[src/rtl/mips_pipe_pkg.sv]
// Shared definitions for the MIPS pipeline hazard controller.
// Latency: n/a (types and constants only).
// Backpressure: n/a.
package mips_pipe_pkg;

  // Sequencer states; encoding is fixed so that waveforms and debug logic agree.
  typedef enum logic [1:0] {
    RUN      = 2'd0,
    MEM_WAIT = 2'd1,
    EXC      = 2'd2
  } state_t;

  // Architectural zero register: writes to it are discarded, so it never forwards data.
  localparam logic [4:0] REG_ZERO = 5'd0;

endpackage

[src/rtl/pipe_hazard_ctrl_if.sv]
// Bundle between the pipeline datapath and the hazard sequencer.
// Latency: n/a (wires only).
// Backpressure: stall/bubble outputs are the backpressure into each pipeline register.
interface pipe_hazard_ctrl_if;
  import mips_pipe_pkg::*;

  // Hazard-relevant status reported by the datapath
  logic [4:0] i_id_rs;
  logic [4:0] i_id_rt;
  logic       i_ex_memread;
  logic [4:0] i_ex_regaddrw;
  logic       i_ex_branch_taken;
  logic       i_mem_req;
  logic       i_mem_ack;
  logic       i_mem_overflow;

  // Per pipeline register hold / clear controls
  logic o_pc_stall;
  logic o_ifid_stall;
  logic o_idex_stall;
  logic o_exmem_stall;
  logic o_memwb_stall;
  logic o_ifid_bubble;
  logic o_idex_bubble;
  logic o_exmem_bubble;
  logic o_memwb_bubble;

  // Sequencer side: consumes status, drives the controls
  modport master (
    input  i_id_rs, i_id_rt, i_ex_memread, i_ex_regaddrw, i_ex_branch_taken,
    input  i_mem_req, i_mem_ack, i_mem_overflow,
    output o_pc_stall, o_ifid_stall, o_idex_stall, o_exmem_stall, o_memwb_stall,
    output o_ifid_bubble, o_idex_bubble, o_exmem_bubble, o_memwb_bubble
  );

  // Datapath side: reports status, obeys the controls
  modport slave (
    output i_id_rs, i_id_rt, i_ex_memread, i_ex_regaddrw, i_ex_branch_taken,
    output i_mem_req, i_mem_ack, i_mem_overflow,
    input  o_pc_stall, o_ifid_stall, o_idex_stall, o_exmem_stall, o_memwb_stall,
    input  o_ifid_bubble, o_idex_bubble, o_exmem_bubble, o_memwb_bubble
  );

endinterface

[src/rtl/hazard_detect.sv]
// Load-use hazard compare between the EX-stage load and the ID-stage sources.
// Latency: purely combinational, same cycle.
// Backpressure: none; the result feeds the sequencer's stall decision.
module hazard_detect
  import mips_pipe_pkg::*;
(
  input  logic [4:0] id_rs,
  input  logic [4:0] id_rt,
  input  logic       ex_memread,
  input  logic [4:0] ex_regaddrw,
  output logic       lu_hazard
);

  // A load whose destination is a live (non-zero) register read by the ID instruction
  assign lu_hazard = ex_memread
                  && (ex_regaddrw != REG_ZERO)
                  && ((ex_regaddrw == id_rs) || (ex_regaddrw == id_rt));

endmodule

[src/rtl/pipe_hazard_ctrl.sv]
// Pipeline sequencer: stall/bubble controls for load-use, branch, memory wait/timeout, overflow.
// Latency: stall/bubble combinational same cycle; o_pc_exc and o_bus_err registered (1 cycle).
// Backpressure: memory wait holds PC..EX/MEM; optional perf counters under PIPE_HAZARD_CTRL_PERF_EN.
module pipe_hazard_ctrl
  import mips_pipe_pkg::*;
#(
  parameter int MEM_TIMEOUT = 255,
  parameter int TMO_W       = 16
) (
  input  logic                clk,
  input  logic                nrst,
  pipe_hazard_ctrl_if.master  pipe,
  output logic                o_pc_exc,
  output logic                o_bus_err,
  output logic [31:0]         o_perf_stall,
  output logic [31:0]         o_perf_flush
);

  state_t            state;
  state_t            state_nxt;
  logic [TMO_W-1:0]  tmo_cnt;
  logic [TMO_W-1:0]  cnt_nxt;
  logic              lu_hazard;

  logic pc_stall, ifid_stall, idex_stall, exmem_stall, memwb_stall;
  logic ifid_bubble, idex_bubble, exmem_bubble, memwb_bubble;

  hazard_detect u_hazard_detect (
    .id_rs       (pipe.i_id_rs),
    .id_rt       (pipe.i_id_rt),
    .ex_memread  (pipe.i_ex_memread),
    .ex_regaddrw (pipe.i_ex_regaddrw),
    .lu_hazard   (lu_hazard)
  );

  // Event decode, already resolved against the priority order
  logic in_run, in_wait, in_exc;
  logic run_pending;   // new access seen in RUN that will not finish this cycle
  logic free;          // cycle where ordinary events (overflow/branch/load-use) are evaluated
  logic ev_hold, ev_tmo, ev_ovf, ev_br, ev_lu;

  assign in_run      = (state == RUN);
  assign in_wait     = (state == MEM_WAIT);
  assign in_exc      = (state == EXC);
  assign run_pending = pipe.i_mem_req && !pipe.i_mem_ack;
  // The ack cycle of a wait behaves like a RUN cycle with no access pending
  assign free        = (in_run && !run_pending) || (in_wait && pipe.i_mem_ack);
  assign ev_tmo      = in_wait && !pipe.i_mem_ack && (tmo_cnt >= TMO_W'(MEM_TIMEOUT));
  assign ev_hold     = (in_run && run_pending) || (in_wait && !pipe.i_mem_ack && !ev_tmo);
  assign ev_ovf      = free && pipe.i_mem_overflow;
  assign ev_br       = free && !pipe.i_mem_overflow && pipe.i_ex_branch_taken;
  // Branch squashes the wrong-path ID instruction, so its load-use is moot
  assign ev_lu       = free && !pipe.i_mem_overflow && !pipe.i_ex_branch_taken && lu_hazard;

  // State register
  always_ff @(posedge clk or negedge nrst) begin
    if (!nrst) state <= RUN;
    else       state <= state_nxt;
  end

  // Next state and next timeout count
  always_comb begin
    state_nxt = RUN;
    cnt_nxt   = '0;
    if (ev_ovf || ev_tmo) begin
      state_nxt = EXC;
    end else if (ev_hold) begin
      state_nxt = MEM_WAIT;
      cnt_nxt   = in_run ? TMO_W'(1) : tmo_cnt + 1'b1;
    end
  end

  // Stall/bubble decode; stall always wins over bubble on the same register
  always_comb begin
    pc_stall     = ev_hold || ev_lu;
    ifid_stall   = ev_hold || ev_lu;
    idex_stall   = ev_hold;
    exmem_stall  = ev_hold;
    memwb_stall  = 1'b0;
    ifid_bubble  = (ev_ovf || ev_tmo || in_exc || ev_br) && !ifid_stall;
    idex_bubble  = (ev_ovf || ev_tmo || in_exc || ev_br || ev_lu) && !idex_stall;
    exmem_bubble = (ev_ovf || ev_tmo || in_exc) && !exmem_stall;
    memwb_bubble = (ev_ovf || ev_tmo || ev_hold) && !memwb_stall;
  end

  assign pipe.o_pc_stall     = pc_stall;
  assign pipe.o_ifid_stall   = ifid_stall;
  assign pipe.o_idex_stall   = idex_stall;
  assign pipe.o_exmem_stall  = exmem_stall;
  assign pipe.o_memwb_stall  = memwb_stall;
  assign pipe.o_ifid_bubble  = ifid_bubble;
  assign pipe.o_idex_bubble  = idex_bubble;
  assign pipe.o_exmem_bubble = exmem_bubble;
  assign pipe.o_memwb_bubble = memwb_bubble;

  // Timeout counter, exception vector strobe (high exactly while in EXC) and sticky bus error
  always_ff @(posedge clk or negedge nrst) begin
    if (!nrst) begin
      tmo_cnt   <= '0;
      o_pc_exc  <= 1'b0;
      o_bus_err <= 1'b0;
    end else begin
      tmo_cnt   <= cnt_nxt;
      o_pc_exc  <= (state_nxt == EXC);
      o_bus_err <= o_bus_err || ev_tmo;
    end
  end

`ifdef PIPE_HAZARD_CTRL_PERF_EN
  logic        flush_ev;
  logic [31:0] perf_stall;
  logic [31:0] perf_flush;

  // EXC-state clears and wait/load-use bubbles are not counted as flush events
  assign flush_ev = ev_br || ev_ovf || ev_tmo;

  // Free-running wrapping performance counters
  always_ff @(posedge clk or negedge nrst) begin
    if (!nrst) begin
      perf_stall <= '0;
      perf_flush <= '0;
    end else begin
      if (pc_stall) perf_stall <= perf_stall + 32'd1;
      if (flush_ev) perf_flush <= perf_flush + 32'd1;
    end
  end

  assign o_perf_stall = perf_stall;
  assign o_perf_flush = perf_flush;
`else
  assign o_perf_stall = '0;
  assign o_perf_flush = '0;
`endif

endmodule

[src/flat_wrapper.sv]
// flat-port wrapper written by rule: the top's interface ports become plain ports
module pipe_hazard_ctrl_flat import mips_pipe_pkg::*;
#(
  parameter int MEM_TIMEOUT = 255,
  parameter int TMO_W       = 16
)
  (clk, nrst, o_pc_exc, o_bus_err, o_perf_stall, o_perf_flush, pipe_i_id_rs, pipe_i_id_rt, pipe_i_ex_memread, pipe_i_ex_regaddrw, pipe_i_ex_branch_taken, pipe_i_mem_req, pipe_i_mem_ack, pipe_i_mem_overflow, pipe_o_pc_stall, pipe_o_ifid_stall, pipe_o_idex_stall, pipe_o_exmem_stall, pipe_o_memwb_stall, pipe_o_ifid_bubble, pipe_o_idex_bubble, pipe_o_exmem_bubble, pipe_o_memwb_bubble);
  pipe_hazard_ctrl_if pipe_i ();
  input  logic clk;
  input  logic nrst;
  output logic o_pc_exc;
  output logic o_bus_err;
  output logic [31:0] o_perf_stall;
  output logic [31:0] o_perf_flush;
  input wire logic [$bits(pipe_i.i_id_rs)-1:0] pipe_i_id_rs;
  input wire logic [$bits(pipe_i.i_id_rt)-1:0] pipe_i_id_rt;
  input wire logic [$bits(pipe_i.i_ex_memread)-1:0] pipe_i_ex_memread;
  input wire logic [$bits(pipe_i.i_ex_regaddrw)-1:0] pipe_i_ex_regaddrw;
  input wire logic [$bits(pipe_i.i_ex_branch_taken)-1:0] pipe_i_ex_branch_taken;
  input wire logic [$bits(pipe_i.i_mem_req)-1:0] pipe_i_mem_req;
  input wire logic [$bits(pipe_i.i_mem_ack)-1:0] pipe_i_mem_ack;
  input wire logic [$bits(pipe_i.i_mem_overflow)-1:0] pipe_i_mem_overflow;
  output wire logic [$bits(pipe_i.o_pc_stall)-1:0] pipe_o_pc_stall;
  output wire logic [$bits(pipe_i.o_ifid_stall)-1:0] pipe_o_ifid_stall;
  output wire logic [$bits(pipe_i.o_idex_stall)-1:0] pipe_o_idex_stall;
  output wire logic [$bits(pipe_i.o_exmem_stall)-1:0] pipe_o_exmem_stall;
  output wire logic [$bits(pipe_i.o_memwb_stall)-1:0] pipe_o_memwb_stall;
  output wire logic [$bits(pipe_i.o_ifid_bubble)-1:0] pipe_o_ifid_bubble;
  output wire logic [$bits(pipe_i.o_idex_bubble)-1:0] pipe_o_idex_bubble;
  output wire logic [$bits(pipe_i.o_exmem_bubble)-1:0] pipe_o_exmem_bubble;
  output wire logic [$bits(pipe_i.o_memwb_bubble)-1:0] pipe_o_memwb_bubble;
  assign pipe_i.i_id_rs = pipe_i_id_rs;
  assign pipe_i.i_id_rt = pipe_i_id_rt;
  assign pipe_i.i_ex_memread = pipe_i_ex_memread;
  assign pipe_i.i_ex_regaddrw = pipe_i_ex_regaddrw;
  assign pipe_i.i_ex_branch_taken = pipe_i_ex_branch_taken;
  assign pipe_i.i_mem_req = pipe_i_mem_req;
  assign pipe_i.i_mem_ack = pipe_i_mem_ack;
  assign pipe_i.i_mem_overflow = pipe_i_mem_overflow;
  assign pipe_o_pc_stall = pipe_i.o_pc_stall;
  assign pipe_o_ifid_stall = pipe_i.o_ifid_stall;
  assign pipe_o_idex_stall = pipe_i.o_idex_stall;
  assign pipe_o_exmem_stall = pipe_i.o_exmem_stall;
  assign pipe_o_memwb_stall = pipe_i.o_memwb_stall;
  assign pipe_o_ifid_bubble = pipe_i.o_ifid_bubble;
  assign pipe_o_idex_bubble = pipe_i.o_idex_bubble;
  assign pipe_o_exmem_bubble = pipe_i.o_exmem_bubble;
  assign pipe_o_memwb_bubble = pipe_i.o_memwb_bubble;
  pipe_hazard_ctrl #(.MEM_TIMEOUT(MEM_TIMEOUT), .TMO_W(TMO_W)) u_core (.clk(clk), .nrst(nrst), .pipe(pipe_i), .o_pc_exc(o_pc_exc), .o_bus_err(o_bus_err), .o_perf_stall(o_perf_stall), .o_perf_flush(o_perf_flush));
endmodule
[config.mk]
export PLATFORM = sky130hd
export DESIGN_NAME = pipe_hazard_ctrl_flat
export DESIGN_NICKNAME = d
export VERILOG_FILES = /design/src/rtl/mips_pipe_pkg.sv /design/src/rtl/pipe_hazard_ctrl_if.sv /design/src/rtl/hazard_detect.sv /design/src/rtl/pipe_hazard_ctrl.sv /design/src/flat_wrapper.sv
export SDC_FILE = /design/constraint.sdc
export NUM_CORES = 1
export LEC_CHECK = 0
export BUFFER_PORTS_ARGS = -buffer_cell sky130_fd_sc_hd__buf_4
export CAP_MARGIN = 20
export CORE_MARGIN = 2
export CORE_UTILIZATION = 42
export DETAILED_ROUTE_END_ITERATION = 12
export HOLD_SLACK_MARGIN = 0.12
export PLACE_DENSITY = 0.76
export SYNTH_ARGS = -nofsm -noshare
export SYNTH_HDL_FRONTEND = slang
export SYNTH_HIERARCHICAL = 1
export SYNTH_SLANG_ARGS = --single-unit
[constraint.sdc]
create_clock -name clk -period 1.7 [get_ports clk]
set_input_delay 0.17 -clock clk [delete_from_list [all_inputs] [get_ports clk]]
set_output_delay 0.17 -clock clk [all_outputs]
set_load 0.01 [all_outputs]
==> results.txt, run 1 <==
----------------------------------------------------
[Placed design]
  Placed Cells incl. Taps ... 251
  Detailed placer's ending HPWL ... 1840 microns
  Pre-CTS setup slack ... -0.101 ns
  Number of I/O port buffers ... 31
  Final GP Congestion ... 0.771

[Timing]
  Post-route fraction of the period consumed by the critical path ... 110%
  Final critical path time including I/O delays and setup ... 1.87 ns
  Worst hold-check slack ... 0.231 ns
  Final-report setup violation count ... 7
  Setup repair after global routing missed its margin ... yes
  Max-slew violation count ... 0
  Worst clock skew ... 0.00289 ns
  Fmax ... 536 MHz
  Worst path setup slack after routing ... -0.166 ns
  Final hold violation count ... 0

[Floorplan]
  Number of standard-cell rows in the floorplan ... 21
  Core Box Area ... 0.00339 sq mm
  Number of ports placed on the die boundary ... 97
  Die extent in y ... 63.9 microns
  Die boundary width ... 63.9 microns
  Die area ... 0.00409 sq mm
  Initial core utilization ... 44.5%

[Detailed routing]
  Iter 0 DRT Violations ... 21
  Count of nets left with antenna violations after detail routing ... 0
  Wire per inst ... 8.98 microns
  Total vias in the final route ... 1013
  Via-per-instance ratio ... 3.88
  Total wirelength of the detailed-routed design ... 2340 microns
  Total iterations of the first detailed-routing run ... 4
  Total DRC errors in the routed layout ... 0

[Critical path]
  Cell type of the slowest stage on the worst timing path ... or4_1
  Biggest fanout along the worst timing path ... 2
  Worst path bufs/invs ... 2
  Critical path type ... in2out
  Crit-path cells ... buf_4 -> or4_1 -> o21ai_2 -> a21oi_2 -> nor3_2 -> nor2_1 -> nor2_1 -> o221ai_2 -> buf_4
  CP peak stage delay ... 0.53 ns
  Data arrival at the endpoint of the critical path ... 1.70 ns
  CP endpoint kind ... output pin
  CP required ... 1.53 ns
  Startpoint type of the worst setup path ... input pin
  Top delay family on crit path ... simple AND/OR/NAND/NOR gates

[Global route]
  Overall overflow remaining after global route ... 0
  Pin count of the biggest net entering global routing ... 21
  Antenna violations before repair ... 0
  Via count of the first global-routing pass ... 814
  Total routing resource utilization after global routing ... 11.0%
  First-pass GRT wire length ... 3550 microns

[Run status]
  Violated checks ... negative setup slack
  Result of the run ... finished with violations

[Synth]
  Netlist Area Pre-Place ... 0.00151 sq mm
  Number of synthesized register bits ... 20
  Main combinational cell family by area after synthesis ... buffers and inverters
  Adder and majority cell fraction of the synthesized area ... 0.829%
  Fraction of the mapped netlist area in compound gates ... 5.64%
  Distinct cells, synth ... 30
  Post-Synthesis Mean Instance Area ... 9.15 sq um
  Yosys warns ... 6
  Fraction of the yosys area taken by sequential cells ... 33.2%
  Simple-gate share of the synthesized area ... 15.7%
  Post-synthesis mux area share ... 0%
  Xor and xnor area share after synthesis ... 9.29%
  Post-synthesis instance total ... 165

[Cells and area]
  Antenna Cells ... 0
  Final Instance Count excl. Fillers ... 261
  Net total in the final layout ... 239
  Share of cells above drive strength 1 ... 30.7%
  Fill cell total of the finished layout ... 331
  Leading cell type in the layout, fill and taps excluded ... conb_1
  Commonest non-fill, non-tap cells in the layout ... 73 x conb_1, 42 x buf_4, 20 x dfrtp_1
  Fraction of the core area covered by cells at the end of the flow ... 51.5%
  Area Overhead vs Synth ... 15.6%

[Pwr]
  Peak VDD IR ... 0.460 mV
  Leakage power total ... 0.876 nW
  Final total power ... 1.17 mW
  Total power per unit cell area ... 671 mW/mm^2

[CTS]
  Total CTS buffers ... 3
  Root buf cell ... clkbuf_4
  Total clock sinks ... 20
  Clock latency reported for the late side of the worst-skew pair ... 0.29 ns
  TritonCTS clock tree ... built
  Clock-pin slew reported for the worst setup and hold paths after clock tree synthesis ... 0.11 ns
  Maximum buffer depth of the clock tree ... 2
  Maximum level of the CTS H-tree ... 1

[Flow run]
  Number of max-cap violations ... 0

[Worst hold path]
  Class of the most critical hold timing path ... in2reg

----------------------------------------------------
[layout make-up]
type                            count  area [sq um]  area share [%]
Multi-Input combinational cell    145           797            45.7
Sequential cell                    20           500            28.7
Timing Repair Buffer               43           325            18.7
Tap cell                           46          57.6            3.30
Clock inverter                      1          30.0            1.72
Clock buffer                        3          22.5            1.29
Inverter                            3          11.3           0.646
[per-layer routing]
metal	up-vias	GRT usage, %	wire length, microns
met1	459	13.5	929
met5	-	0	0
li1	493	-	-
met3	2	4.05	209
met2	59	18.1	1190
met4	0	2.99	12
[Yosys cell counts]
cell type / n / area (sq um)
or4_1: 1 / 7.51
o21ai_0: 1 / 5.00
inv_1: 3 / 11.3
conb_1: 1 / 3.75
o211ai_1: 1 / 7.51
o31ai_1: 3 / 22.5
ha_1: 1 / 12.5
xor2_1: 9 / 78.8
nor4_2: 2 / 25.0
buf_6: 1 / 11.3
nand2_1: 4 / 15.0
nand3_1: 7 / 35.0
dfrtp_1: 20 / 500
nor2b_1: 1 / 6.26
nor3_1: 3 / 15.0
nor2_1: 12 / 45.0
nand3b_1: 1 / 7.51
and3_1: 1 / 6.26
nor2_4: 1 / 11.3
o21ai_1: 1 / 5.00
buf_4: 67 / 503
or2_1: 1 / 6.26
a21oi_1: 2 / 10.0
o221ai_1: 3 / 26.3
nand2b_1: 2 / 12.5
nor2_2: 6 / 37.5
a2bb2oi_1: 1 / 8.76
buf_2: 1 / 5.00
nand4_1: 1 / 6.26
xnor2_1: 7 / 61.3
[tightest hold or removal path, stage by stage]
cell	delay [ns]
buf_4	0.11
nand3b_1	0.14
o21ai_2	0.08
[final timing paths]
check | startpoint | end | slack [ns] | depth (start not counted)
max | pipe_i_ex_regaddrw[1] | pipe_o_idex_bubble | -0.17 | 9
max reg2reg | u_core/tmo_cnt[0]$_DFF_PN0_ | u_core/o_pc_exc$_DFF_PN0_ | 0.05 | 8
min in group asynchronous | nrst | u_core/tmo_cnt[6]$_DFF_PN0_ | 0.27 | 2
min reg2reg | u_core/o_bus_err$_DFF_PN0_ | u_core/o_bus_err$_DFF_PN0_ | 0.49 | 1
max in group asynchronous | nrst | u_core/tmo_cnt[11]$_DFF_PN0_ | 1.23 | 2
min | pipe_i_mem_req | u_core/tmo_cnt[0]$_DFF_PN0_ | 0.23 | 3
[power breakdown]
group	internal (mW)	switching, mW	total [mW]	leakage, nW
sequential	0.496	0.0189	0.515	0.252
clock	0.238	0.138	0.376	0.0279
combinational	0.117	0.161	0.278	0.596
total	0.852	0.318	1.17	0.876
[cell families (layout without fill, tap and decap cells)]
family / Yosys count / count (layout)
simple gates: 43 / 43
other cells: 1 / 73
xor+xnor: 16 / 16
flops: 20 / 20
buf+inv: 72 / 50
fa+ha+maj: 1 / 1
compound gates: 12 / 12
[registers in the layout, summed over array words and instances (netlist names)]
register,flops
u_core/tmo_cnt,16
u_core/state,2
u_core/o_bus_err,1
u_core/o_pc_exc,1
[per-stage QoR]
stage / area [sq um] / TNS, ns
after global routing: 1740 / -1.55
after global placement: 1600 / -0.212
after CTS: 1690 / -1.04
after floorplan: 1780 / 0
final: 1740 / -0.708
after detailed placement: 1600 / -0.283
[repair_timing]
item / in CTS / in global routing
pin swaps: 4 / 7
endpoints found under the setup margin: 7 / 8
buffers inserted: 2 / 4
hold buffers: 1 / 0
endpoints found under the hold margin: 20 / 0
resized for setup: 3 / 9
No activity file was read; power rests on OpenSTA's default activity.
==> run 2: changes to the inputs <==
- PLACE_DENSITY: 0.76 -> 0.89
- SYNTH_HIERARCHICAL: 1 -> unset
==> run 2 against run 1 <==
  * Global-route usage increased by 2.2 points
  * Non-clock buffer count decreased by 3
  * Final area shrank 0.93%
  * Cell count down 2.7%
  * Highest routed layer unchanged
  * Maximum frequency fell by 6.3%
  * Utilization is 0.48 points lower
  * Flip-flop and latch count stayed put
  * Largest power group unchanged
  * Die area shrank 0.23%
  * Critical path type is now reg2out
  * Synthesized area down 0.25%
  * The flow still finishes with violations (negative setup slack)
==> results.txt, run 2 <==
----------------------------------------------------
[Critical path]
  Biggest fanout along the worst timing path ... 3
  Startpoint type of the worst setup path ... flip-flop
  Data arrival at the endpoint of the critical path ... 1.82 ns
  Critical path type ... reg2out
  CP required ... 1.53 ns
  CP endpoint kind ... output pin

[Floorplan]
  Die boundary width ... 63.9 microns
  Initial core utilization ... 44.4%
  Number of ports placed on the die boundary ... 97
  Die area ... 0.00408 sq mm
  Die extent in y ... 63.9 microns
  Core Box Area ... 0.00339 sq mm
  Number of standard-cell rows in the floorplan ... 21

[Detailed routing]
  Via-per-instance ratio ... 3.93
  Total wirelength of the detailed-routed design ... 2790 microns
  Total vias in the final route ... 997
  Total iterations of the first detailed-routing run ... 4
  Total DRC errors in the routed layout ... 0
  Wire per inst ... 11.0 microns
  Count of nets left with antenna violations after detail routing ... 0
  Iter 0 DRT Violations ... 16

[Pwr]
  Final total power ... 1.19 mW
  Total power per unit cell area ... 688 mW/mm^2
  Leakage power total ... 0.900 nW
  Peak VDD IR ... 0.490 mV

[CTS]
  TritonCTS clock tree ... built
  Total clock sinks ... 20
  Root buf cell ... clkbuf_4
  Clock latency reported for the late side of the worst-skew pair ... 0.31 ns
  Clock-pin slew reported for the worst setup and hold paths after clock tree synthesis ... 0.12 ns
  Total CTS buffers ... 3
  Maximum level of the CTS H-tree ... 1
  Maximum buffer depth of the clock tree ... 2

[Cells and area]
  Share of cells above drive strength 1 ... 26.4%
  Largest registers ranked by flip-flop count ... u_core.tmo_cnt: 16 flops, u_core.state: 2 flops
  Leading cell type in the layout, fill and taps excluded ... conb_1
  Antenna Cells ... 0
  Commonest non-fill, non-tap cells in the layout ... 73 x conb_1, 36 x buf_4, 20 x dfrtp_1
  Area Overhead vs Synth ... 14.8%
  Flip-flop count of the largest register after layout ... 16
  Net total in the final layout ... 232
  Reg with most FFs ... u_core.tmo_cnt
  Final std cell area, no fill ... 0.00173 sq mm

[Global route]
  Via count of the first global-routing pass ... 876
  Pin count of the biggest net entering global routing ... 21
  First-pass GRT wire length ... 4170 microns
  Overall overflow remaining after global route ... 0
  Antenna violations before repair ... 0
  Total routing resource utilization after global routing ... 13.2%

[Timing]
  Final hold violation count ... 0
  Max-slew violation count ... 0
  Final-report setup violation count ... 8
  Post-route fraction of the period consumed by the critical path ... 117%
  Setup TNS ... -1.64 ns
  Worst path setup slack after routing ... -0.292 ns
  Worst clock skew ... 0.00804 ns
  Setup repair after global routing missed its margin ... yes
  Fmax ... 502 MHz
  Final critical path time including I/O delays and setup ... 1.99 ns

[Synth]
  Netlist Area Pre-Place ... 0.00151 sq mm
  Ranking of synthesized cells by instance count ... 67 x buf_4, 20 x dfrtp_1, 13 x xor2_1
  Yosys top cell by area ... buf_4
  Post-synthesis instance total ... 159
  Yosys warns ... 0
  Number of enable-type register cells in the synthesized netlist ... 0
  Most used flip-flop cell after synthesis ... dfrtp_1
  Most frequently used cell type in the post-synthesis netlist ... buf_4
  Post-Synthesis Mean Instance Area ... 9.47 sq um
  Number of synthesized register bits ... 20
  Async set-reset flop share out of synthesis ... 100%
  Cells taking the most area after synthesis ... buf_4 33%, dfrtp_1 33%, xor2_1 7.6%, nor4_4 2.8%, nor2_1 2.7%
  Share of the synthesized area in the top cell type ... 33.4%
  Distinct cells, synth ... 26
  Fraction of the yosys area taken by sequential cells ... 33.3%

[Placed design]
  Detailed placer's ending HPWL ... 2050 microns
  Final GP Congestion ... 0.830
  Post-placement cell area ... 0.00159 sq mm
  Number of I/O port buffers ... 31

[Worst hold path]
  Class of the most critical hold timing path ... in2async

[Flow run]
  Number of max-cap violations ... 0

[Run status]
  Result of the run ... finished with violations
  Violated checks ... negative setup slack

----------------------------------------------------
-- run 2: cells by family after synthesis --
| kind of cell | after synthesis | synth area share (%) |
|---|---|---|
| flip-flops | 20 | 33.3 |
| XOR/XNOR | 14 | 8.15 |
| adder cells (fa/ha/maj) | 1 | 0.831 |
| AO/OA/AOI/OAI | 15 | 8.31 |
| buffers and inverters | 74 | 35.2 |
| AND/OR/NAND/NOR | 34 | 14.0 |
| other | 1 | 0.249 |
-- run 2: layout make-up --
cell class,count,area (sq um)
Fill cell,318,1660
Multi-Input combinational cell,137,774
Sequential cell,20,500
Timing Repair Buffer,40,314
Tap cell,46,57.6
Clock inverter,1,30.0
Inverter,7,28.8
Clock buffer,3,22.5
-- run 2: through the flow --
stage | utilization, % | hold WS, ns | cells | worst slack (ns)
global route | 51.0 | 0.249 | 254 | -0.390
CTS | 50.8 | 0.230 | 254 | -0.213
detailed placement | 47.0 | 0.0632 | 245 | -0.00378
floorplan | - | -0.126 | 231 | 0.0929
finish | 51.0 | 0.260 | 254 | -0.292
global placement | 47.0 | 0.0545 | 245 | 0.0822
-- run 2: final timing paths --
check,startpoint,depth (start not counted),end,slack [ns]
min,nrst,2,u_core.tmo_cnt[4]$_DFF_PN0_,0.26
max,u_core.tmo_cnt[12]$_DFF_PN0_,5,pipe_o_memwb_bubble,-0.29
min in group clk,pipe_i_mem_overflow,4,u_core.o_pc_exc$_DFF_PN0_,0.26
max in group asynchronous,nrst,2,u_core.state[1]$_DFF_PN0_,1.23
max reg2reg,u_core.tmo_cnt[12]$_DFF_PN0_,5,u_core.state[1]$_DFF_PN0_,0.14
min reg2reg,u_core.o_bus_err$_DFF_PN0_,1,u_core.o_bus_err$_DFF_PN0_,0.49
-- run 2: power by group --
group          switching (mW)  total (mW)  internal (mW)
Combinational           0.168       0.284          0.116
Sequential             0.0199       0.516          0.496
Clock                   0.151       0.389          0.238
Total                   0.338        1.19          0.851
-- run 2: timing repair --
item                                    4_1_cts  5_1_grt
gates resized for setup                       9        1
buffers inserted                              4        1
endpoints found under the setup margin        8        8
pin swaps                                     7        9
endpoints found under the hold margin        20        0
hold buffers                                  1        0
-- run 2: worst max-delay path, cell delays in order, from the launching register on --
cell and delay, ns:
dfrtp_1 0.43, nor4_4 0.32, o211ai_1 0.20, a22oi_2 0.30, nand2_1 0.12, buf_6 0.13
-- run 2: routing by layer --
layer	wire length [microns]	track usage, %	vias to the layer above
met5	0	0	-
met3	144	2.46	9
met4	57	5.43	0
li1	-	-	477
met1	1010	14.3	465
met2	1580	24.9	46
